$ cat config.mk
export PLATFORM = sky130hd
export DESIGN_NAME = wb_port_ctrl
export DESIGN_NICKNAME = d
export VERILOG_FILES = /design/src/rtl/wb_pkg.sv /design/src/rtl/wb_arbiter.sv /design/src/rtl/wb_port_ctrl.sv
export SDC_FILE = /design/constraint.sdc
export NUM_CORES = 1
export LEC_CHECK = 0
export BUFFER_PORTS_ARGS = -buffer_cell sky130_fd_sc_hd__buf_2
export CORE_ASPECT_RATIO = 1.25
export CORE_MARGIN = 4
export CORE_UTILIZATION = 30
export CTS_CLUSTER_DIAMETER = 120
export DETAILED_ROUTE_END_ITERATION = 10
export SLEW_MARGIN = 0
export SYNTH_ARGS = -nofsm -noshare
export SYNTH_HDL_FRONTEND = slang
export SYNTH_SLANG_ARGS = --single-unit
$ cat constraint.sdc
create_clock -name clk -period 3.1 [get_ports clk]
set_clock_uncertainty 0.2 [all_clocks]
set_input_delay 0.93 -clock clk [delete_from_list [all_inputs] [get_ports clk]]
set_output_delay 0.93 -clock clk [all_outputs]
set_load 0.05 [all_outputs]
$ cat src/rtl/wb_pkg.sv
// Shared definitions for the register-file write-port controller.
// Holds default widths, the register count and helper widths for the
// packed per-requester buses (requester i occupies slice i, LSB first).
package wb_pkg;

  localparam int NREQ_DEF = 3;
  localparam int XLEN_DEF = 32;
  localparam int AW_DEF   = 5;
  localparam int NREG     = 32;

  localparam int RD_BUS_W_DEF   = NREQ_DEF * AW_DEF;
  localparam int DATA_BUS_W_DEF = NREQ_DEF * XLEN_DEF;

endpackage

$ cat src/rtl/wb_arbiter.sv
// Grant generator for the shared register-file write port.
// Build option WB_RR_ARB_EN: round-robin with a pointer register naming the
// highest-priority requester. Without it: fixed priority, lowest index wins,
// and the module is purely combinational (no clock/reset ports).
// Ports:
//   clk, rst_n   (WB_RR_ARB_EN only) clock and async active-low reset
//   req_valid    per-requester write pending
//   grant        one-hot grant, all zero when nothing is valid
module wb_arbiter #(
  parameter int NREQ = 3
) (
`ifdef WB_RR_ARB_EN
  input  logic            clk,
  input  logic            rst_n,
`endif
  input  logic [NREQ-1:0] req_valid,
  output logic [NREQ-1:0] grant
);

`ifdef WB_RR_ARB_EN
  localparam int PW = (NREQ > 1) ? $clog2(NREQ) : 1;

  logic [PW-1:0] ptr;
  logic [PW-1:0] ptr_nxt;

  always_ff @(posedge clk or negedge rst_n) begin
    if (!rst_n) ptr <= '0;
    else        ptr <= ptr_nxt;
  end

  // Scan from the pointer upward with wrap; first valid requester wins.
  always_comb begin
    int   idx;
    logic found;
    grant   = '0;
    ptr_nxt = ptr;
    found   = 1'b0;
    idx     = 0;
    for (int k = 0; k < NREQ; k++) begin
      idx = int'(ptr) + k;
      if (idx >= NREQ) idx = idx - NREQ;
      if (!found && req_valid[idx]) begin
        found      = 1'b1;
        grant[idx] = 1'b1;
        ptr_nxt    = (idx == NREQ - 1) ? '0 : PW'(idx + 1);
      end
    end
  end
`else
  always_comb begin
    logic found;
    grant = '0;
    found = 1'b0;
    for (int k = 0; k < NREQ; k++) begin
      if (!found && req_valid[k]) begin
        found    = 1'b1;
        grant[k] = 1'b1;
      end
    end
  end
`endif

endmodule

$ cat src/rtl/wb_port_ctrl.sv
// Write-port controller for the 32x32 register file.
// Arbitrates NREQ writeback requesters onto the single write port, registers
// the accepted (rd, data) pair for the commit cycle, and keeps a busy
// scoreboard of destinations with writes outstanding.
// Build option WB_RR_ARB_EN selects round-robin arbitration (see wb_arbiter);
// default is fixed priority.
// Ports:
//   clk, rst_n            clock, async active-low reset
//   req_valid/rd/data     packed requester buses, requester i at the LSBs
//   req_ready             per-requester accept (0 while in reset)
//   wren/rd_addr/reg_data registered register-file write port
//   iss_valid/iss_rd      issue marks a destination busy
//   rs_addr1/2, busy_rs1/2 combinational busy query of the registered vector
module wb_port_ctrl
  import wb_pkg::*;
#(
  parameter int NREQ = NREQ_DEF,
  parameter int XLEN = XLEN_DEF,
  parameter int AW   = AW_DEF
) (
  input  logic                 clk,
  input  logic                 rst_n,
  input  logic [NREQ-1:0]      req_valid,
  input  logic [NREQ*AW-1:0]   req_rd,
  input  logic [NREQ*XLEN-1:0] req_data,
  output logic [NREQ-1:0]      req_ready,
  output logic                 wren,
  output logic [AW-1:0]        rd_addr,
  output logic [XLEN-1:0]      reg_data,
  input  logic                 iss_valid,
  input  logic [AW-1:0]        iss_rd,
  input  logic [AW-1:0]        rs_addr1,
  input  logic [AW-1:0]        rs_addr2,
  output logic                 busy_rs1,
  output logic                 busy_rs2
);

  logic [NREQ-1:0] grant;
  logic            transfer;
  logic [AW-1:0]   sel_rd;
  logic [XLEN-1:0] sel_data;
  logic [NREG-1:0] busy;
  logic [NREG-1:0] busy_nxt;

  wb_arbiter #(.NREQ(NREQ)) u_arb (
`ifdef WB_RR_ARB_EN
    .clk       (clk),
    .rst_n     (rst_n),
`endif
    .req_valid (req_valid),
    .grant     (grant)
  );

  // Ready is forced low while reset is held, independent of the clock.
  assign req_ready = rst_n ? grant : '0;
  assign transfer  = |grant;

  // Grant is one-hot, so an OR of the gated slices selects the winner.
  always_comb begin
    sel_rd   = '0;
    sel_data = '0;
    for (int i = 0; i < NREQ; i++) begin
      if (grant[i]) begin
        sel_rd   = sel_rd   | req_rd[i*AW +: AW];
        sel_data = sel_data | req_data[i*XLEN +: XLEN];
      end
    end
  end

  // Writes to x0 are accepted but never reach the file.
  always_ff @(posedge clk or negedge rst_n) begin
    if (!rst_n) begin
      wren     <= 1'b0;
      rd_addr  <= '0;
      reg_data <= '0;
    end else begin
      wren <= transfer && (sel_rd != '0);
      if (transfer) begin
        rd_addr  <= sel_rd;
        reg_data <= sel_data;
      end
    end
  end

  // Clear first, then set, so an issue to the register committing this
  // cycle keeps it busy. Bit 0 can never be busy.
  always_comb begin
    busy_nxt = busy;
    if (wren)      busy_nxt[rd_addr] = 1'b0;
    if (iss_valid) busy_nxt[iss_rd]  = 1'b1;
    busy_nxt[0] = 1'b0;
  end

  always_ff @(posedge clk or negedge rst_n) begin
    if (!rst_n) busy <= '0;
    else        busy <= busy_nxt;
  end

  assign busy_rs1 = busy[rs_addr1];
  assign busy_rs2 = busy[rs_addr2];

endmodule
==> impl_metrics.tcl <==
set metrics [dict create \
    max_slew_margin_pct 59.6 \
    violations "setup timing" \
    cp.required_ns 1.97 \
    synth-seq-cells 69 \
    synth_cell_types 35 \
    ys_seq_area_share_pct 46.9 \
    reg2reg_depth 4 \
    synth_top_family_by_area "compound AO/OA/AOI/OAI gates" \
    fmax_mhz 312 \
    die_height_um 132 \
    critPathMaxStageDelay_ns 0.48 \
    insertion_delay_ns 0.33 \
    synth_xor_area_share_pct 0 \
    ir_worst_vdd_mv 0.229 \
    antenna_found_initial 0 \
    end_kind "output port" \
    synth_edf_count 0 \
    synth_area_per_cell_um2 9.64 \
    ant_nets 0 \
    yosys_warnings 0 \
    synth_compound_gate_area_share_pct 28.7 \
    path_buf_inv 2 \
    fillers 1223 \
    grt_usage_pct 17.6 \
    syn_to_final_growth_pct 38.5 \
    hold_path_class "reg -> reg" \
    path_cells "buf_8, mux4_2, nand2b_4, o2111ai_4, nand4_1, buf_6" \
    portBuffers 174 \
    fin_setup_tns_ns -0.169 \
    vias 3890 \
    post_drt_via_cell_ratio 5.39 \
    placed_area_um2 4740 \
    clockBufferDepth 2 \
    gp_congestion 0.839 \
    synthTopCellsByArea "dfrtp_1, o22ai_1, o21ai_0" \
    holdBufCountCts 0 \
    regArea_um2 1730 \
    cts_buffers 9 \
    synth_fa_ha_area_share_pct 0 \
    yosys.area.top_type_share_pct 46.9 \
    crit_arrival_ns 2.08 \
    rr_startpoint "rd_addr[4]$_DFFE_PN0P_" \
    crit_slowest_cell "mux4_2" \
    nNetsFinal 685 \
    final_area_um2 5100 \
    status "complete, but fails checks" \
    fin_cells 722 \
    routedWlPerCell_um 17.5 \
    drc 0 \
    cp_max_fo 3 \
    root_buffer "clkbuf_16" \
    rsz0062_at_grt "yes" \
    core-area_um2 12100 \
    fin_crit_ns 3.21 \
    dieArea_um2 14100 \
    yosys.area_share.simple_pct 11.3 \
    synthCells 382 \
    grt_pass1_vias 3954 \
    grt_pass1_wl_mm 19.7 \
    overflow 0 \
    layout-drive-gt1-share_pct 39.4 \
    initialDrtViolationCount 232 \
    dp_hpwl_mm 9.80 \
    n_antenna_cell 0 \
    dieWidth_um 107 \
    cts_max_level 3 \
    setup.worst_path.end "busy_rs1" \
    power.leakage_nw 2.27 \
    row_count 45 \
    synthMuxAreaShare_pct 8.76 \
    synth.largest_area_cell "dfrtp_1" \
    async_flop_share_pct 100 \
    r2r-end "busy[18]$_DFF_PN0_" \
    fin_crit_sh_pct 103 \
    synth_flop_cell "dfrtp_1" \
    routed_wl_mm 12.7 \
    tightest_slew_ns 0.606 \
    synth_nets 514 \
    first_pass_iters 5 \
    startpoint "rs_addr1[0]" \
    setup_ws_ns -0.107 \
    critPathLaunchType "input port" \
    finalMaxSlewViolations 0 \
    clock_sinks 69 \
    dp.cells 705 \
    worst-path-stages 6 \
    boundaryPins 175 \
    grt_start_max_net_pins 65 \
    worstSetupPathType "in -> out" \
    utilization_pct 42.1 \
    r2r_slack_ns 1.37 \
    initial_core_util_pct 30.4 \
    power_density_nw_per_um2 632 \
    setup_violations 2 \
    multiInputGateArea_um2 1840 \
    cpLargestDelayFamily "multiplexers" \
    tritoncts "built" \
    syn_area_um2 3680 \
    max_cap_violations 0 \
    hold_viol_final 0 \
    cts.reportedPaths.clkPinSlew_ns 0.05 \
]
## kinds of logic after synthesis
group | after synthesis
buffers and inverters | 32
DFF | 69
and+or+nand+nor | 72
muxes | 24
AOI/OAI and AO/OA | 185
## cells in the mapped netlist (3+ instances only)
cell type	n
dfrtp_1	69
o22ai_1	64
o21ai_0	60
a21oi_1	38
mux2i_1	18
nand3_1	13
nand3b_1	13
clkbuf_1	11
nand2_1	11
buf_2	8
nor2_1	7
nor2b_1	7
a22oi_1	5
a21o_1	4
a31oi_1	4
buf_1	4
buf_6	4
inv_1	4
mux4_2	4
nand2b_1	4
or3_1	4
or3b_2	4
o211ai_1	3
## sequential cells by signal, summed over array words and instances, names as in the netlist
register	cells
reg_data	32
busy	31
rd_addr	5
wren	1
## placed cells by master (no fill, tap or decap), types with 2 or more instances in the layout
master / count
dfrtp_1: 69
inv_1: 4
buf_4: 13
o22ai_1: 64
mux4_2: 6
clkbuf_16: 9
o21ai_0: 60
mux2i_1: 18
a21oi_1: 38
a211oi_1: 2
a31oi_1: 4
nor2b_1: 7
nor2_1: 7
nand2b_4: 4
and3_1: 2
nand3b_1: 13
nand4_1: 2
o21ai_1: 2
or3b_2: 4
nand3_1: 13
a21o_1: 4
nand2_1: 11
and2b_1: 2
buf_8: 2
buf_6: 3
or3_1: 4
clkinv_4: 3
a22oi_1: 5
buf_2: 169
clkinvlp_4: 2
o211ai_1: 3
## cell type report
class | instances | area share (%)
Multi-Input combinational cell | 281 | 36.1
Clock inverter | 7 | 1.50
Inverter | 5 | 0.368
Tap cell | 164 | 4.02
Clock buffer | 9 | 4.41
Timing Repair Buffer | 187 | 19.7
Sequential cell | 69 | 33.8
## what timing repair did
action / CTS / global route
pin swaps: 4 / 2
setup buffers: 1 / 0
setup endpoints to repair: 2 / 2
cloned: 0 / 0
gates resized for setup: 12 / 0
## power breakdown
| part | switching, W | internal (W) |
|---|---|---|
| logic | 0.000545 | 0.000376 |
| registers | 0.000181 | 0.00111 |
| clock network | 0.000393 | 0.000624 |
## metal layers
metal,track usage (%),vias to the layer above,wire [µm]
met2,30.2,199,6320
li1,-,1826,-
met5,0,-,0
met4,7.46,0,336
met3,3.87,24,901
met1,20.9,1841,5110
## per-stage QoR
step / power [W] / setup slack, ns / hold WS [ns]
global placement: 0.00217 / -0.186 / 0.324
detailed placement: 0.00220 / -0.193 / 0.326
global route: 0.00340 / -0.167 / 0.350
floorplan: 0.00186 / -0.255 / 0.282
finish: 0.00323 / -0.107 / 0.336
CTS: 0.00325 / -0.104 / 0.338
## tightest hold or removal path, cell delays in order, from the launching register on
cell	delay (ns)
dfrtp_1	0.36
o21ai_0	0.08
o21ai_0	0.06
## worst min-delay path by stage
stage	startpoint	end	slack [ns]	cells after the start
floorplan	busy[17]$_DFF_PN0_	busy[17]$_DFF_PN0_	0.28	2
global placement	busy[17]$_DFF_PN0_	busy[17]$_DFF_PN0_	0.32	2
detailed placement	busy[14]$_DFF_PN0_	busy[14]$_DFF_PN0_	0.33	2
CTS	busy[14]$_DFF_PN0_	busy[14]$_DFF_PN0_	0.34	2
global route	busy[14]$_DFF_PN0_	busy[14]$_DFF_PN0_	0.35	2
finish	busy[14]$_DFF_PN0_	busy[14]$_DFF_PN0_	0.34	2
No activity file was read; power rests on OpenSTA's default activity.
